**config.mk**
```make
export PLATFORM = sky130hd
export DESIGN_NAME = ram_controller_flat
export DESIGN_NICKNAME = d
export VERILOG_FILES = /design/src/rtl/ram_controller_if.sv /design/src/rtl/ram_controller.sv /design/src/flat_wrapper.sv
export SDC_FILE = /design/constraint.sdc
export NUM_CORES = 2
export LEC_CHECK = 0
export BUFFER_PORTS_ARGS = -buffer_cell sky130_fd_sc_hd__buf_4
export CAP_MARGIN = 20
export CELL_PAD_IN_SITES_DETAIL_PLACEMENT = 0
export CELL_PAD_IN_SITES_GLOBAL_PLACEMENT = 2
export CORE_UTILIZATION = 44
export CTS_BUF_LIST = sky130_fd_sc_hd__clkbuf_8
export DETAILED_ROUTE_END_ITERATION = 6
export PLACE_DENSITY_LB_ADDON = 0.1
export REMOVE_ABC_BUFFERS = 1
export SLEW_MARGIN = 10
export SYNTH_ARGS = -nofsm -noshare
export SYNTH_HDL_FRONTEND = slang
export SYNTH_SLANG_ARGS = --single-unit
```
**constraint.sdc**
```tcl
create_clock -name clk -period 7.1 [get_ports clk]
set_clock_uncertainty 0.15 [all_clocks]
set_input_delay 0.71 -clock clk [delete_from_list [all_inputs] [get_ports clk]]
set_output_delay 0.71 -clock clk [all_outputs]
set_load 0.005 [all_outputs]
```
**src/rtl/ram_controller_if.sv**
```systemverilog
// ALU memory-port bundle between the ALU (master) and the RAM responder (slave).
// Carries the request/acknowledge handshake, the address and data buses, and the error pulses.
interface ram_controller_if #(
  parameter int ADDR_WIDTH = 8,
  parameter int DATA_WIDTH = 32
);
  logic [ADDR_WIDTH-1:0] ramAddress;
  logic [DATA_WIDTH-1:0] ramOut;
  logic [DATA_WIDTH-1:0] ramIn;
  logic                  readReq;
  logic                  writeReq;
  logic                  readAck;
  logic                  writeAck;
  logic                  misalign;
  logic                  protoErr;

  modport master (
    output ramAddress, ramOut, readReq, writeReq,
    input  ramIn, readAck, writeAck, misalign, protoErr
  );

  modport slave (
    input  ramAddress, ramOut, readReq, writeReq,
    output ramIn, readAck, writeAck, misalign, protoErr
  );
endinterface

```
**src/rtl/ram_controller.sv**
```systemverilog
// Word-wide RAM responder for the ALU memory port: four-phase req/ack with a configurable
// latency per direction, plus a preload port that writes the array in any state.
module ram_controller #(
  parameter int ADDR_WIDTH    = 8,
  parameter int DATA_WIDTH    = 32,
  parameter int READ_LATENCY  = 2,
  parameter int WRITE_LATENCY = 1
) (
  input  logic                  clk,
  input  logic                  reset,
  ram_controller_if.slave       bus,
  input  logic                  loadEn,
  input  logic [ADDR_WIDTH-1:0] loadAddr,
  input  logic [DATA_WIDTH-1:0] loadData
);
  localparam int IW      = ADDR_WIDTH - 2;
  localparam int DEPTH   = 2 ** IW;
  localparam int MAX_LAT = (READ_LATENCY > WRITE_LATENCY) ? READ_LATENCY : WRITE_LATENCY;
  localparam int CW      = $clog2(MAX_LAT) + 1;

  typedef enum logic [1:0] {IDLE = 2'd0, BUSY = 2'd1, ACK = 2'd2} state_t;

  state_t                state_reg, state_next;
  logic [CW-1:0]         cnt_reg;
  logic [IW-1:0]         idx_reg;
  logic [DATA_WIDTH-1:0] data_reg;
  logic                  dir_reg;
  logic                  read_ack_reg, write_ack_reg, misalign_reg, proto_err_reg;
  logic [DATA_WIDTH-1:0] ram_in_reg;
  logic [DATA_WIDTH-1:0] mem [DEPTH];

  logic                  req_any, active_req, accept, commit, ack_clear, c_wr, mem_we;
  logic [IW-1:0]         req_idx, load_idx, c_idx;
  logic [DATA_WIDTH-1:0] c_data;
  int                    lat_sel;

  assign req_idx    = IW'(bus.ramAddress >> 2);
  assign load_idx   = IW'(loadAddr >> 2);
  assign req_any    = bus.readReq | bus.writeReq;
  assign active_req = dir_reg ? bus.writeReq : bus.readReq;
  // Write wins when both requests are raised together.
  assign lat_sel    = bus.writeReq ? WRITE_LATENCY : READ_LATENCY;

  always_ff @(posedge clk) begin
    if (reset) state_reg <= IDLE;
    else       state_reg <= state_next;
  end

  always_comb begin
    state_next = state_reg;
    case (state_reg)
      IDLE:    if (req_any) state_next = (lat_sel == 1) ? ACK : BUSY;
      BUSY:    if (!active_req) state_next = IDLE;
               else if (cnt_reg == CW'(1)) state_next = ACK;
      ACK:     if (!active_req) state_next = IDLE;
      default: state_next = IDLE;
    endcase
  end

  // Single-cycle transactions commit straight from the live bus rather than the latches.
  always_comb begin
    accept    = 1'b0;
    commit    = 1'b0;
    ack_clear = 1'b0;
    c_wr      = dir_reg;
    c_idx     = idx_reg;
    c_data    = data_reg;
    case (state_reg)
      IDLE: begin
        accept = req_any;
        commit = req_any && (lat_sel == 1);
        c_wr   = bus.writeReq;
        c_idx  = req_idx;
        c_data = bus.ramOut;
      end
      BUSY:    commit    = active_req && (cnt_reg == CW'(1));
      ACK:     ack_clear = !active_req;
      default: ;
    endcase
  end

  assign mem_we = commit && c_wr && !reset;

  always_ff @(posedge clk) begin
    if (reset) begin
      cnt_reg       <= '0;
      idx_reg       <= '0;
      data_reg      <= '0;
      dir_reg       <= 1'b0;
      read_ack_reg  <= 1'b0;
      write_ack_reg <= 1'b0;
      misalign_reg  <= 1'b0;
      proto_err_reg <= 1'b0;
      ram_in_reg    <= '0;
    end else begin
      misalign_reg  <= accept && (bus.ramAddress[1:0] != 2'b00);
      proto_err_reg <= accept && bus.readReq && bus.writeReq;
      if (accept) begin
        cnt_reg  <= CW'(lat_sel - 1);
        idx_reg  <= req_idx;
        data_reg <= bus.ramOut;
        dir_reg  <= bus.writeReq;
      end else if (state_reg == BUSY) begin
        cnt_reg <= cnt_reg - CW'(1);
      end
      if (commit) begin
        if (c_wr) begin
          write_ack_reg <= 1'b1;
        end else begin
          read_ack_reg <= 1'b1;
          // A preload landing on the sampled word this edge is forwarded.
          ram_in_reg   <= (loadEn && load_idx == c_idx) ? loadData : mem[c_idx];
        end
      end else if (ack_clear) begin
        read_ack_reg  <= 1'b0;
        write_ack_reg <= 1'b0;
      end
    end
  end

  // Array is never cleared; a write commit beats a preload to the same word.
  always_ff @(posedge clk) begin
    if (mem_we) mem[c_idx] <= c_data;
    if (loadEn && !(mem_we && load_idx == c_idx)) mem[load_idx] <= loadData;
  end

  assign bus.ramIn    = ram_in_reg;
  assign bus.readAck  = read_ack_reg;
  assign bus.writeAck = write_ack_reg;
  assign bus.misalign = misalign_reg;
  assign bus.protoErr = proto_err_reg;
endmodule

```
**src/flat_wrapper.sv**
```systemverilog
// flat-port wrapper written by rule: the top's interface ports become plain ports
module ram_controller_flat 
#(
  parameter int ADDR_WIDTH    = 8,
  parameter int DATA_WIDTH    = 32,
  parameter int READ_LATENCY  = 2,
  parameter int WRITE_LATENCY = 1
)
  (clk, reset, loadEn, loadAddr, loadData, bus_ramAddress, bus_ramOut, bus_readReq, bus_writeReq, bus_ramIn, bus_readAck, bus_writeAck, bus_misalign, bus_protoErr);
  ram_controller_if #(.ADDR_WIDTH(ADDR_WIDTH), .DATA_WIDTH(DATA_WIDTH)) bus_i ();
  input  logic clk;
  input  logic reset;
  input  logic loadEn;
  input  logic [ADDR_WIDTH-1:0] loadAddr;
  input  logic [DATA_WIDTH-1:0] loadData;
  input wire logic [$bits(bus_i.ramAddress)-1:0] bus_ramAddress;
  input wire logic [$bits(bus_i.ramOut)-1:0] bus_ramOut;
  input wire logic [$bits(bus_i.readReq)-1:0] bus_readReq;
  input wire logic [$bits(bus_i.writeReq)-1:0] bus_writeReq;
  output wire logic [$bits(bus_i.ramIn)-1:0] bus_ramIn;
  output wire logic [$bits(bus_i.readAck)-1:0] bus_readAck;
  output wire logic [$bits(bus_i.writeAck)-1:0] bus_writeAck;
  output wire logic [$bits(bus_i.misalign)-1:0] bus_misalign;
  output wire logic [$bits(bus_i.protoErr)-1:0] bus_protoErr;
  assign bus_i.ramAddress = bus_ramAddress;
  assign bus_i.ramOut = bus_ramOut;
  assign bus_i.readReq = bus_readReq;
  assign bus_i.writeReq = bus_writeReq;
  assign bus_ramIn = bus_i.ramIn;
  assign bus_readAck = bus_i.readAck;
  assign bus_writeAck = bus_i.writeAck;
  assign bus_misalign = bus_i.misalign;
  assign bus_protoErr = bus_i.protoErr;
  ram_controller #(.ADDR_WIDTH(ADDR_WIDTH), .DATA_WIDTH(DATA_WIDTH), .READ_LATENCY(READ_LATENCY), .WRITE_LATENCY(WRITE_LATENCY)) u_core (.clk(clk), .reset(reset), .bus(bus_i), .loadEn(loadEn), .loadAddr(loadAddr), .loadData(loadData));
endmodule
```
==> impl_metrics.env <==
export IMPL_max_freq_ghz=0.176
export IMPL_die_w_um=488
export IMPL_dp_cells=12432
export IMPL_antenna_found_initial=46
export IMPL_critical_path_class="flop to flop"
export IMPL_vias=84441
export IMPL_clock_latency_ns=1.16
export IMPL_grt_pass1_vias=77811
export IMPL_fin_tns_setup_ns=0
export IMPL_fin_cells=13227
export IMPL_drt_wl_total_mm=456
export IMPL_root_buffer="clkbuf_8"
export IMPL_hold_violations=0
export IMPL_cap_violations=0
export IMPL_clk_transition_reported_paths_ns=0.06
export IMPL_grt_max_degree=95
export IMPL_portBuffers=118
export IMPL_endpoint_kind="flop"
export IMPL_setup_viol=0
export IMPL_htreeDepth=5
export IMPL_maxSlewHeadroom=0.141
export IMPL_final_cell_mix="a21oi_1, nor2_1, edfxtp_1"
export IMPL_synth_flop_cell="edfxtp_1"
export IMPL_period_needed_ns=5.67
export IMPL_fin_total_pwr_uw=29600
export IMPL_fin_util=0.495
export IMPL_hpwl_mm=265
export IMPL_cts_buffers=394
export IMPL_cp_max_fo=86
export IMPL_largest_reg_flops=2048
export IMPL_rsz0062_at_grt="no"
export IMPL_vias_per_cell=6.38
export IMPL_ys_seq_area_frac=0.606
export IMPL_gp_congestion=0.942
export IMPL_avgSynthCellArea_um2=10.4
export IMPL_synth_edf_count=2048
export IMPL_initial_utilization=0.443
export IMPL_drc_errors=0
export IMPL_first_pass_iters=7
export IMPL_grt_use_total=0.374
export IMPL_die_y_um=488
export IMPL_startpoint_type="flop"
export IMPL_power_density_nw_per_um2=254
export IMPL_drtIter0Drc=12464
export IMPL_synth_top_area_share=0.591
export IMPL_grt_pass1_wl_mm=620
export IMPL_maxSlewViolCount=0
export IMPL_p_leak_uw=0.0424
export IMPL_rows=178
export IMPL_hold_class="input pin to flop"
export IMPL_dieArea_um2=239000
export IMPL_tritoncts="yes"
export IMPL_routedWlPerCell_um=34.5
export IMPL_max_vdd_ir_drop_mv=0.150
export IMPL_cts_buffer_depth=4
export IMPL_synth_area_leaders="edfxtp_1, a21oi_1, nor2_1, mux2i_1, clkbuf_1"
export IMPL_tightest_slew_ns=1.27
export IMPL_cp_required_ns=7.91
export IMPL_post_cts_buffers=0
export IMPL_critPathArrivalTime_ns=6.49
export IMPL_async_reset_ff_frac=0
export IMPL_core_area_um2=235000
export IMPL_ant_nets=0
export IMPL_clock_sinks=2127
export IMPL_yosysWarnings=0
export IMPL_syn_to_final_growth_pct=11.7
export IMPL_yosys_area_top_type="edfxtp_1"
export IMPL_overflow=0
export IMPL_ioPinCount=121
export IMPL_final_common_cell="a21oi_1"
export IMPL_status="finished clean"
export IMPL_netlist_instances=9966
export IMPL_synth_distinct_cells=79
export IMPL_finalCritPeriodShare=0.799
export IMPL_nets=9852
export IMPL_ys_ff_latch=2127
export IMPL_synth_area_um2=104000
export IMPL_drive_above_1_share=0.118
==> where the power goes <==
| part | switching (uW) | internal [uW] | total [uW] |
|---|---|---|---|
| Combinational | 3330 | 1300 | 4630 |
| Clock | 5380 | 5390 | 10800 |
| Sequential | 46.0 | 14100 | 14200 |
| Total | 8760 | 20800 | 29600 |
==> per-stage QoR <==
step | hold WS, ns | cell area (um2) | setup slack [ns]
2_1_floorplan | 0.280 | 98400 | -13.95
3_3_place_gp | 0.302 | 108000 | 1.32
3_5_place_dp | 0.305 | 109000 | 1.68
4_1_cts | 0.0199 | 116000 | 1.62
5_1_grt | 0.101 | 116000 | 1.45
6_report | 0.116 | 116000 | 1.43
==> path summary, 6_finish.rpt <==
path	from	endpoint	slack, ns	cells after the start
setup / recovery	u_core.state_reg[0]	u_core.bus.ramIn[6]	1.43	11
hold / removal	loadData[27]	u_core.mem[36][27]	0.12	3
setup reg to reg	u_core.state_reg[0]	u_core.bus.ramIn[6]	1.43	11
hold reg to reg	u_core.bus.writeAck	u_core.bus.writeAck	0.31	2
==> metal layers <==
metal | up-vias | track usage | routed length [um]
met3 | 930 | 0.0892 | 53300
met1 | 41964 | 0.496 | 175000
met2 | 5500 | 0.563 | 200000
met4 | 32 | 0.208 | 27400
met5 | - | 0 | 206
li1 | 36015 | - | -
==> worst max-delay path, stage by stage (launching register included) <==
cell and delay, ns:
dfxtp_1 0.37, buf_4 0.24, or2_1 0.50, a21oi_4 0.65
buf_12 0.49, buf_4 0.64, mux2i_1 0.26, o22ai_1 0.10
o21ai_0 0.76, nand4_1 0.60, a221oi_1 0.40, a21oi_1 0.11
==> cell type report <==
| cell class | instances | area [um2] |
|---|---|---|
| Multi-Input combinational cell | 6646 | 37400 |
| Tap cell | 3150 | 3940 |
| Inverter | 12 | 45.0 |
| Fill cell | 21406 | 119000 |
| Clock inverter | 271 | 1100 |
| Timing Repair Buffer | 585 | 4970 |
| Antenna cell | 20 | 50.0 |
| Sequential cell | 2127 | 63100 |
| Clock buffer | 416 | 5730 |
==> what timing repair did <==
| item | CTS | global route |
|---|---|---|
| resized for setup | 0 | 0 |
| hold buffers | 81 | 0 |
| hold endpoints to repair | 332 | 0 |
==> logic make-up (layout without fill, tap and decap cells) <==
logic type      after synthesis  after routing  share of synthesized area
compound gates             3258           3258                      0.175
buf+inv                    1193           1284                     0.0550
fa+ha+maj                     1              1                   0.000120
simple gates               2783           2783                      0.106
mux                         598            598                     0.0576
xor+xnor                      6              6                   0.000505
other cells                   0             20                          0
flops                      2127           2127                      0.606
==> cell usage after synthesis, drive strengths merged (3+ instances only) <==
| cell | instances |
|---|---|
| mux2i | 593 |
| or3 | 10 |
| nor3 | 43 |
| a31o | 4 |
| o211ai | 19 |
| nand4 | 35 |
| a21oi | 2220 |
| a2111oi | 12 |
| a31oi | 21 |
| mux2 | 5 |
| o31ai | 5 |
| a221o | 4 |
| dfxtp | 79 |
| nand3 | 113 |
| inv | 12 |
| nand2 | 382 |
| o21a | 11 |
| a22oi | 152 |
| nand2b | 10 |
| a211oi | 15 |
| nor4 | 19 |
| and4 | 5 |
| and3 | 5 |
| a22o | 39 |
| o41ai | 10 |
| o22ai | 285 |
| xnor2 | 4 |
| edfxtp | 2048 |
| or4b | 4 |
| a311oi | 3 |
| nor2 | 2140 |
| o31a | 7 |
| or2 | 3 |
| clkbuf | 557 |
| o221ai | 7 |
| o2111ai | 9 |
| and2 | 4 |
| a221oi | 72 |
| a222oi | 59 |
| a32o | 4 |
| buf | 624 |
| o21ai | 285 |
Power figures use the tool's default switching activity.
